==> config.mk <==
export PLATFORM = sky130hd
export DESIGN_NAME = dram_arbiter
export DESIGN_NICKNAME = d
export VERILOG_FILES = /design/src/rtl/dram_arbiter.sv
export SDC_FILE = /design/constraint.sdc
export NUM_CORES = 1
export LEC_CHECK = 0
export CAP_MARGIN = 20
export CORE_MARGIN = 2
export CORE_UTILIZATION = 45
export DETAILED_ROUTE_END_ITERATION = 10
export PLACE_DENSITY = 0.9
export SLEW_MARGIN = 40
export SYNTH_ARGS = -nofsm -noshare
export SYNTH_HDL_FRONTEND = slang
export SYNTH_SLANG_ARGS = --single-unit
==> constraint.sdc <==
create_clock -name clock -period 4.99 [get_ports clock]
set_input_delay 0.499 -clock clock [delete_from_list [all_inputs] [get_ports clock]]
set_output_delay 0.499 -clock clock [all_outputs]
set_load 0.01 [all_outputs]
==> src/rtl/dram_arbiter.sv <==
// Single-port data RAM sequencer: arbitrates ext (absolute priority) and two
// cores (round-robin) onto one RAM, with a req/gnt/rvalid handshake per requester.
module dram_arbiter #(
  parameter int ADDR_W = 9,
  parameter int DATA_W = 16,
  parameter int RD_LAT = 1
) (
  input  logic              clock,
  input  logic              reset_n,
  input  logic              ext_req,
  input  logic              c0_req,
  input  logic              c1_req,
  input  logic              ext_we,
  input  logic              c0_we,
  input  logic              c1_we,
  input  logic [ADDR_W-1:0] ext_addr,
  input  logic [ADDR_W-1:0] c0_addr,
  input  logic [ADDR_W-1:0] c1_addr,
  input  logic [DATA_W-1:0] ext_wdata,
  input  logic [DATA_W-1:0] c0_wdata,
  input  logic [DATA_W-1:0] c1_wdata,
  output logic              ext_gnt,
  output logic              c0_gnt,
  output logic              c1_gnt,
  output logic              ext_rvalid,
  output logic              c0_rvalid,
  output logic              c1_rvalid,
  output logic [DATA_W-1:0] ext_rdata,
  output logic [DATA_W-1:0] c0_rdata,
  output logic [DATA_W-1:0] c1_rdata,
  output logic              mem_write_en,
  output logic              mem_read_en,
  output logic [ADDR_W-1:0] mem_addr,
  output logic [DATA_W-1:0] mem_data_in,
  input  logic [DATA_W-1:0] mem_data_out,
  output logic              busy
);

  localparam int CNT_W = 2;

  typedef enum logic [1:0] {IDLE, ISSUE, RDWAIT} state_t;
  typedef enum logic [1:0] {OWN_EXT, OWN_C0, OWN_C1} owner_t;

  state_t             state;
  owner_t             owner;
  logic               lat_we;
  logic               rr_last;
  logic [CNT_W-1:0]   cnt;

  logic               pick_valid;
  owner_t             pick;
  logic               pick_we;
  logic [ADDR_W-1:0]  pick_addr;
  logic [DATA_W-1:0]  pick_wdata;

  // rr_last names the core granted most recently; on a tie the other core wins.
  always_comb begin
    pick_valid = ext_req | c0_req | c1_req;
    pick       = OWN_C1;
    if (ext_req)
      pick = OWN_EXT;
    else if (c0_req && c1_req)
      pick = rr_last ? OWN_C0 : OWN_C1;
    else if (c0_req)
      pick = OWN_C0;

    pick_we    = c1_we;
    pick_addr  = c1_addr;
    pick_wdata = c1_wdata;
    case (pick)
      OWN_EXT: begin
        pick_we    = ext_we;
        pick_addr  = ext_addr;
        pick_wdata = ext_wdata;
      end
      OWN_C0: begin
        pick_we    = c0_we;
        pick_addr  = c0_addr;
        pick_wdata = c0_wdata;
      end
      default: ;
    endcase
  end

  always_ff @(posedge clock or negedge reset_n) begin
    if (!reset_n) begin
      state        <= IDLE;
      owner        <= OWN_EXT;
      lat_we       <= 1'b0;
      rr_last      <= 1'b1;
      cnt          <= '0;
      ext_gnt      <= 1'b0;
      c0_gnt       <= 1'b0;
      c1_gnt       <= 1'b0;
      ext_rvalid   <= 1'b0;
      c0_rvalid    <= 1'b0;
      c1_rvalid    <= 1'b0;
      ext_rdata    <= '0;
      c0_rdata     <= '0;
      c1_rdata     <= '0;
      mem_write_en <= 1'b0;
      mem_read_en  <= 1'b0;
      mem_addr     <= '0;
      mem_data_in  <= '0;
      busy         <= 1'b0;
    end else begin
      ext_gnt      <= 1'b0;
      c0_gnt       <= 1'b0;
      c1_gnt       <= 1'b0;
      ext_rvalid   <= 1'b0;
      c0_rvalid    <= 1'b0;
      c1_rvalid    <= 1'b0;
      mem_write_en <= 1'b0;
      mem_read_en  <= 1'b0;
      case (state)
        IDLE: begin
          if (pick_valid) begin
            owner        <= pick;
            lat_we       <= pick_we;
            mem_addr     <= pick_addr;
            mem_data_in  <= pick_wdata;
            mem_write_en <= pick_we;
            mem_read_en  <= !pick_we;
            ext_gnt      <= (pick == OWN_EXT);
            c0_gnt       <= (pick == OWN_C0);
            c1_gnt       <= (pick == OWN_C1);
            busy         <= 1'b1;
            state        <= ISSUE;
          end
        end
        ISSUE: begin
          if (owner == OWN_C0) rr_last <= 1'b0;
          if (owner == OWN_C1) rr_last <= 1'b1;
          if (lat_we) begin
            busy  <= 1'b0;
            state <= IDLE;
          end else begin
            cnt   <= CNT_W'(RD_LAT - 1);
            state <= RDWAIT;
          end
        end
        RDWAIT: begin
          if (cnt == '0) begin
            case (owner)
              OWN_EXT: begin
                ext_rdata  <= mem_data_out;
                ext_rvalid <= 1'b1;
              end
              OWN_C0: begin
                c0_rdata  <= mem_data_out;
                c0_rvalid <= 1'b1;
              end
              default: begin
                c1_rdata  <= mem_data_out;
                c1_rvalid <= 1'b1;
              end
            endcase
            busy  <= 1'b0;
            state <= IDLE;
          end else begin
            cnt <= cnt - 1'b1;
          end
        end
        default: begin
          busy  <= 1'b0;
          state <= IDLE;
        end
      endcase
    end
  end

endmodule

* Yosys cells after proc, flatten, opt, wreduce, memory -nomap -nowiden
Cells that the tools add are included.
** Operators by class
- $lt $le $gt $ge :: 0
- Bitwise gates (word level) :: 3
- Eq/ne operators :: 11
- $add $sub $neg :: 1
- Multipliers :: 0
- Shift-type cells :: 0
- Divide/modulo/power cells :: 0
- Multiplexer cells :: 39
- Reduce and logical (&&, ||, !) cells :: 17
** Operators by type and width (count)
- $pmux 16 s2 :: 1
- $mux 1 :: 24
- $mux 2 :: 9
- $pmux 9 s2 :: 1
- $reduce_and 3->1 :: 5
- $ne 2x2->1 const B :: 5
- $logic_not 2->1 :: 4
- $eq 2x1->1 const B :: 3
- $eq 2x2->1 const B :: 3
- $pmux 2 s3 :: 1
- $reduce_and 2->1 :: 3
- $pmux 2 s2 :: 1
- $reduce_bool 2->1 :: 2
- $pmux 1 s3 :: 1
- $or 1x1->1 :: 2
- $pmux 1 s2 :: 1
- $reduce_or 2->1 :: 1
- $sub 2x1->2 const B :: 1
- $logic_and 1x1->1 :: 1
- $logic_not 1->1 :: 1
- $not 1->1 :: 1
** Word-level totals
- Register bits after elaboration :: 90
- Input bits :: 99
- Memory bits (writable) :: 0
- ROM bits :: 0
- Memories :: 0
- Latch bits :: 0
- Output and inout bits :: 82

* Depth between registers and ports, before layout
- Word-level depth :: 8
- Gate-level depth with buffers :: 7
- Mapped depth without buffers :: 6

* Worst setup path before layout
OpenSTA, ideal clock, no wires.
- Path kind :: register -> register
- From :: register cnt[0]
- To :: register c0_rdata[10]
- Cell stages (with the launch flop) :: 8
- Setup time :: 0.125 ns
- Path buffers :: 2
- Required time :: 4.865 ns
- Slack :: 3.368 ns
- Data arrival time :: 1.497 ns
- Path through :: dfrtp_1 > inv_1 > ha_1 > and3b_1 > clkbuf_4 > nand2_4 > buf_6 > mux2_4
** On the way
- Word-level cells in the longest chain between the ends :: 2
** RTL lines
- start, declared :: line 48 : logic [CNT_W-1:0] cnt;
- start signal, assigned :: line 138 : cnt <= CNT_W'(RD_LAT - 1);
- start signal, assigned :: line 161 : cnt <= cnt - 1'b1;
- $logic_not 2->1 :: line 143 : if (cnt == '0) begin
- $reduce_and 3->1 (no source line)
- end signal, assigned :: line 150 : c0_rdata <= mem_data_out;
- end, declared :: line 29 : output logic [DATA_W-1:0] c0_rdata,
No other way between the ends.
A chain may end at the register's enable or synchronous reset.

* Worst setup path in the final report
- From :: input ext_req
- To :: register mem_data_in[12]
** On the way
- Word-level cells in the longest chain between the ends :: 3
- Elaborated cells between the ends (all ways) :: 7
- Those cells by class :: 1 x eq/ne; 2 x mux; 2 x bitwise; 2 x reduce/logical
** RTL lines
- start, declared :: line 10 : input logic ext_req,
- $mux 2 / $or 1x1->1 (equally long branches) :: line 60, 58
- $eq 2x1->1, or another cell as far along :: line 70 : case (pick)
- $pmux 16 s2 / $reduce_and 2->1 (equally long branches)
- end signal, assigned :: line 121 : mem_data_in <= pick_wdata;
- end, declared :: line 34 : output logic [DATA_W-1:0] mem_data_in,
Several ways; a longest one is shown, not always the timed one.

==> results.md <==
STA:
- The remaining max-slew budget at the tightest pin is 0.450.
- Setup repair after global routing left no endpoint under its margin.
- The sum of negative setup slack is 0 ps.
- Dividing the final minimum period by the clock period gives 0.529.
- The final critical-path required period is 2640 ps.
- In the post-route analysis, the smallest setup slack over all paths is 2350 ps.
- The final setup violation count is 0.
- The final-report hold violation count is 0.
- The pin slew with the least headroom to its limit is 824 ps.
- The highest clock rate is 379 MHz.
- Across the routed clock network, the largest skew measured is 11.6 ps.
- The max-slew violation count came to 0.

Floorplan:
- The die area is 0.00940 mm².
- The vertical extent of the die is 97.0 µm.
- The initial cell density of the core is 0.469.
- The width of the die is 97.0 µm.
- The standard-cell row count is 33.
- In this run the count of I/O pins placed on the die edge is 181.
- The core region is 0.00830 mm².

Yosys:
- After synthesis, the share of flip-flops with an asynchronous set or reset is 1.00.
- After synthesis, the share of cell area in mux cells is 0.171.
- The xor and xnor area share after synthesis is 0.
- The count of warnings emitted by yosys is 0.
- The combinational family with the most area after synthesis is multiplexers.
- The area of the mapped netlist is 0.00389 mm².
- Of the total synthesized cell area, the portion taken by AND, OR, NAND and NOR gates is 0.0647.
- The share of the Yosys chip area taken by registers is 0.579.
- Counting flops with a built-in enable in the synthesized netlist gives 0.
- In this run the mean area of a mapped cell was 12.5 µm².
- The synthesized instance count is 310.
- The compound-gate portion of the synthesized area is 0.132.
- Among all flip-flop cells after synthesis, the most frequent one is dfrtp_1.
- The share of synthesized cell area in full adder, half adder and majority cells is 0.0129.
- The synthesized net count is 413.
- The number of flip-flops and latches in the synthesized netlist is 90.
- The number of different library cells used by synthesis comes to 36.

Routing:
- The total number of vias is 3148.
- The total DRC errors in the routed layout is 0.
- In the routed layout, each cell is associated on average with a via count of 5.29.
- The iteration-0 DRC count of the detailed router is 76.
- Once detail routing completed, the nets flagged for antenna violations numbered 0.
- The average wire per cell in the routed design is 16.8 µm.
- The first TritonRoute pass finished after 6 iterations.
- The final layout contains routed wiring with a total length of 10000 µm.

Global route:
- For this run, the total global-route usage over all layers was measured as 0.214.
- Entering global routing, the biggest net connects 57 pins.
- The overflow left after global routing is 0.
- The via count of the first global-routing pass was 3177.
- The first global-routing pass estimated 16100 µm of wire.
- The number of antenna violations at the first check in global routing was 0.

Clock tree:
- The number of hold buffers added after CTS was 0.
- The source-to-sink clock delay at the later pin of the worst-skew pair is 360 ps.
- After clock tree synthesis, the clock-pin slew on the worst setup and hold paths is 90 ps.
- The total of cells resized after clock tree synthesis is 0.
- Counting the buffers created by CTS gives 9.
- For this design, the sink count on the clock tree is 90.
- In this run the post-CTS setup repair buffer count came out at 0.
- The longest clock path from root to sink contains 2 buffers.
- The clock root buffer master is clkbuf_8.
- The H-tree depth reported by CTS is 3.
- The CTS tree is built.

Setup path:
- The critical path goes through clkdlybuf4s50_1 > inv_1 > nand3_2 > o22ai_1 > o21ai_0.
- Of all nets on the critical path, the largest fanout is 25.
- The slowest stage of the critical path belongs to the cell inv_1.
- The startpoint identified for the worst register-to-register timing path is state[1]$_DFFE_PN0N_.
- The startpoint kind of the worst setup timing path is a primary input.
- The endpoint identified for the worst register-to-register timing path is lat_we$_DFFE_PN0P_.
- Data on the critical path arrives at its endpoint at 2860 ps.
- The critical path launch point is ext_req.
- The worst endpoint required time is 5210 ps.
- The sort of element at the end of the critical path is a flip-flop.
- The worst register-to-register path has a depth of 5.
- The worst setup path is of the in -> reg kind.
- The reg-to-reg setup timing slack is 3090 ps.
- The largest incremental delay on the critical path is 710 ps.

Placed design:
- The worst-case setup slack after placement is 1720 ps.
- The congestion estimate from routability-driven global placement came to 0.780.
- After legalization and detailed placement, the total HPWL measured 7410 µm.
- Port buffering added 180 buffers.

Finish:
- The diode insertion count for antenna repair is 0.
- The area growth from synthesis to final layout is 52.6%.
- The leading cell type in the layout, fill and taps excluded is clkdlybuf4s50_1.
- Fill cells in the final layout number 553.
- The library cells used most frequently in the layout, excluding fill and tap cells, are clkdlybuf4s50_1, dfrtp_1, o21ai_0, mux2_4, nand2_1.
- The final layout net count is 588.
- Of the cells placed in the final design, the portion with a size suffix greater than 1 is 0.163.

Power:
- The maximum vdd drop is 0.282 mV.
- Power spread over the standard cell area amounts to 589 mW/mm².
- For this design the static power due to leakage is 2.59 nW.

Job:
- The number of max-capacitance violations reported is 0.

Min path:
- In this run the worst hold path is classified as in -> async.

Run status:
- The run finished with clean final reports.
-- routing by layer --
metal,share of wire,global-route usage,vias to the layer above
met5,0,0,-
met4,0.015,0.0639,0
met3,0.080,0.0542,13
met2,0.50,0.363,172
met1,0.41,0.271,1508
li1,-,-,1455
-- worst max path at each step --
stage	endpoint
finish	mem_data_in[12]$_DFFE_PN0P_
global route	mem_data_in[12]$_DFFE_PN0P_
CTS	owner[0]$_DFFE_PN0P_
detailed placement	owner[0]$_DFFE_PN0P_
global placement	owner[0]$_DFFE_PN0P_
floorplan	c0_rdata[10]$_DFFE_PN0P_
-- final cells by class --
type | count | area [µm²] | share of cell area
clock buffers | 11 | 141 | 0.0238
clock inverters | 5 | 62.6 | 0.0105
inverters | 10 | 37.5 | 0.00632
multi-input cells | 191 | 1490 | 0.251
flip-flops and latches | 90 | 2250 | 0.380
well taps | 105 | 131 | 0.0221
repair buffers | 183 | 1820 | 0.307
-- state kept, by name, indices dropped and copies added, names as in the netlist --
signal / count
c1_rdata: 16
rr_last: 1
mem_addr: 9
owner: 2
c0_gnt: 1
mem_write_en: 1
state: 2
ext_rvalid: 1
ext_gnt: 1
c0_rdata: 16
mem_data_in: 16
lat_we: 1
cnt: 2
c1_rvalid: 1
ext_rdata: 16
c0_rvalid: 1
c1_gnt: 1
busy: 1
mem_read_en: 1
-- metrics by stage --
step                cells  hold WS, ps  power (mW)  area [µm²]  utilization
global placement      577          461        2.93        5710        0.688
detailed placement    579          476        3.02        5730        0.690
finish                595         73.8        3.50        5940        0.715
floorplan             310          203        2.11        3890            -
global route          595         95.8        3.70        5940        0.715
CTS                   595         86.2        3.53        5930        0.715
-- logic make-up (layout without fill, tap and decap cells) --
logic type	count (synthesis)	in the layout
simple gates	50	50
flops	90	90
fa+ha+maj	4	4
compound gates	87	87
buf+inv	29	209
mux	50	50
-- synthesized netlist by cell type, types with 2 or more instances --
library cell | count | area, µm²
buf_4 | 2 | 15.0
o21ai_1 | 16 | 80.1
o21ai_0 | 32 | 160
buf_6 | 4 | 45.0
o22ai_1 | 22 | 138
nor3_1 | 2 | 10.0
nand3_1 | 2 | 10.0
nand2b_1 | 3 | 18.8
mux2_4 | 27 | 405
buf_2 | 3 | 15.0
clkbuf_1 | 6 | 22.5
ha_1 | 4 | 50.1
nor2_1 | 10 | 37.5
dfrtp_1 | 89 | 2230
nand2_4 | 3 | 33.8
a222oi_1 | 4 | 40.0
inv_1 | 9 | 33.8
nand2_1 | 24 | 90.1
clkbuf_2 | 3 | 15.0
mux2_2 | 23 | 259
a21oi_1 | 7 | 35.0
-- power breakdown --
part	switching (mW)	internal, mW	total, mW
logic	0.676	1.01	1.69
registers	0.219	1.08	1.30
clock network	0.261	0.248	0.509
-- worst max-delay path: cells and delay by family --
kind,cells,cell delay [ps]
compound gates,2,410
buf+inv,2,1330
simple gates,1,600
(Power assumes the default switching activity.)
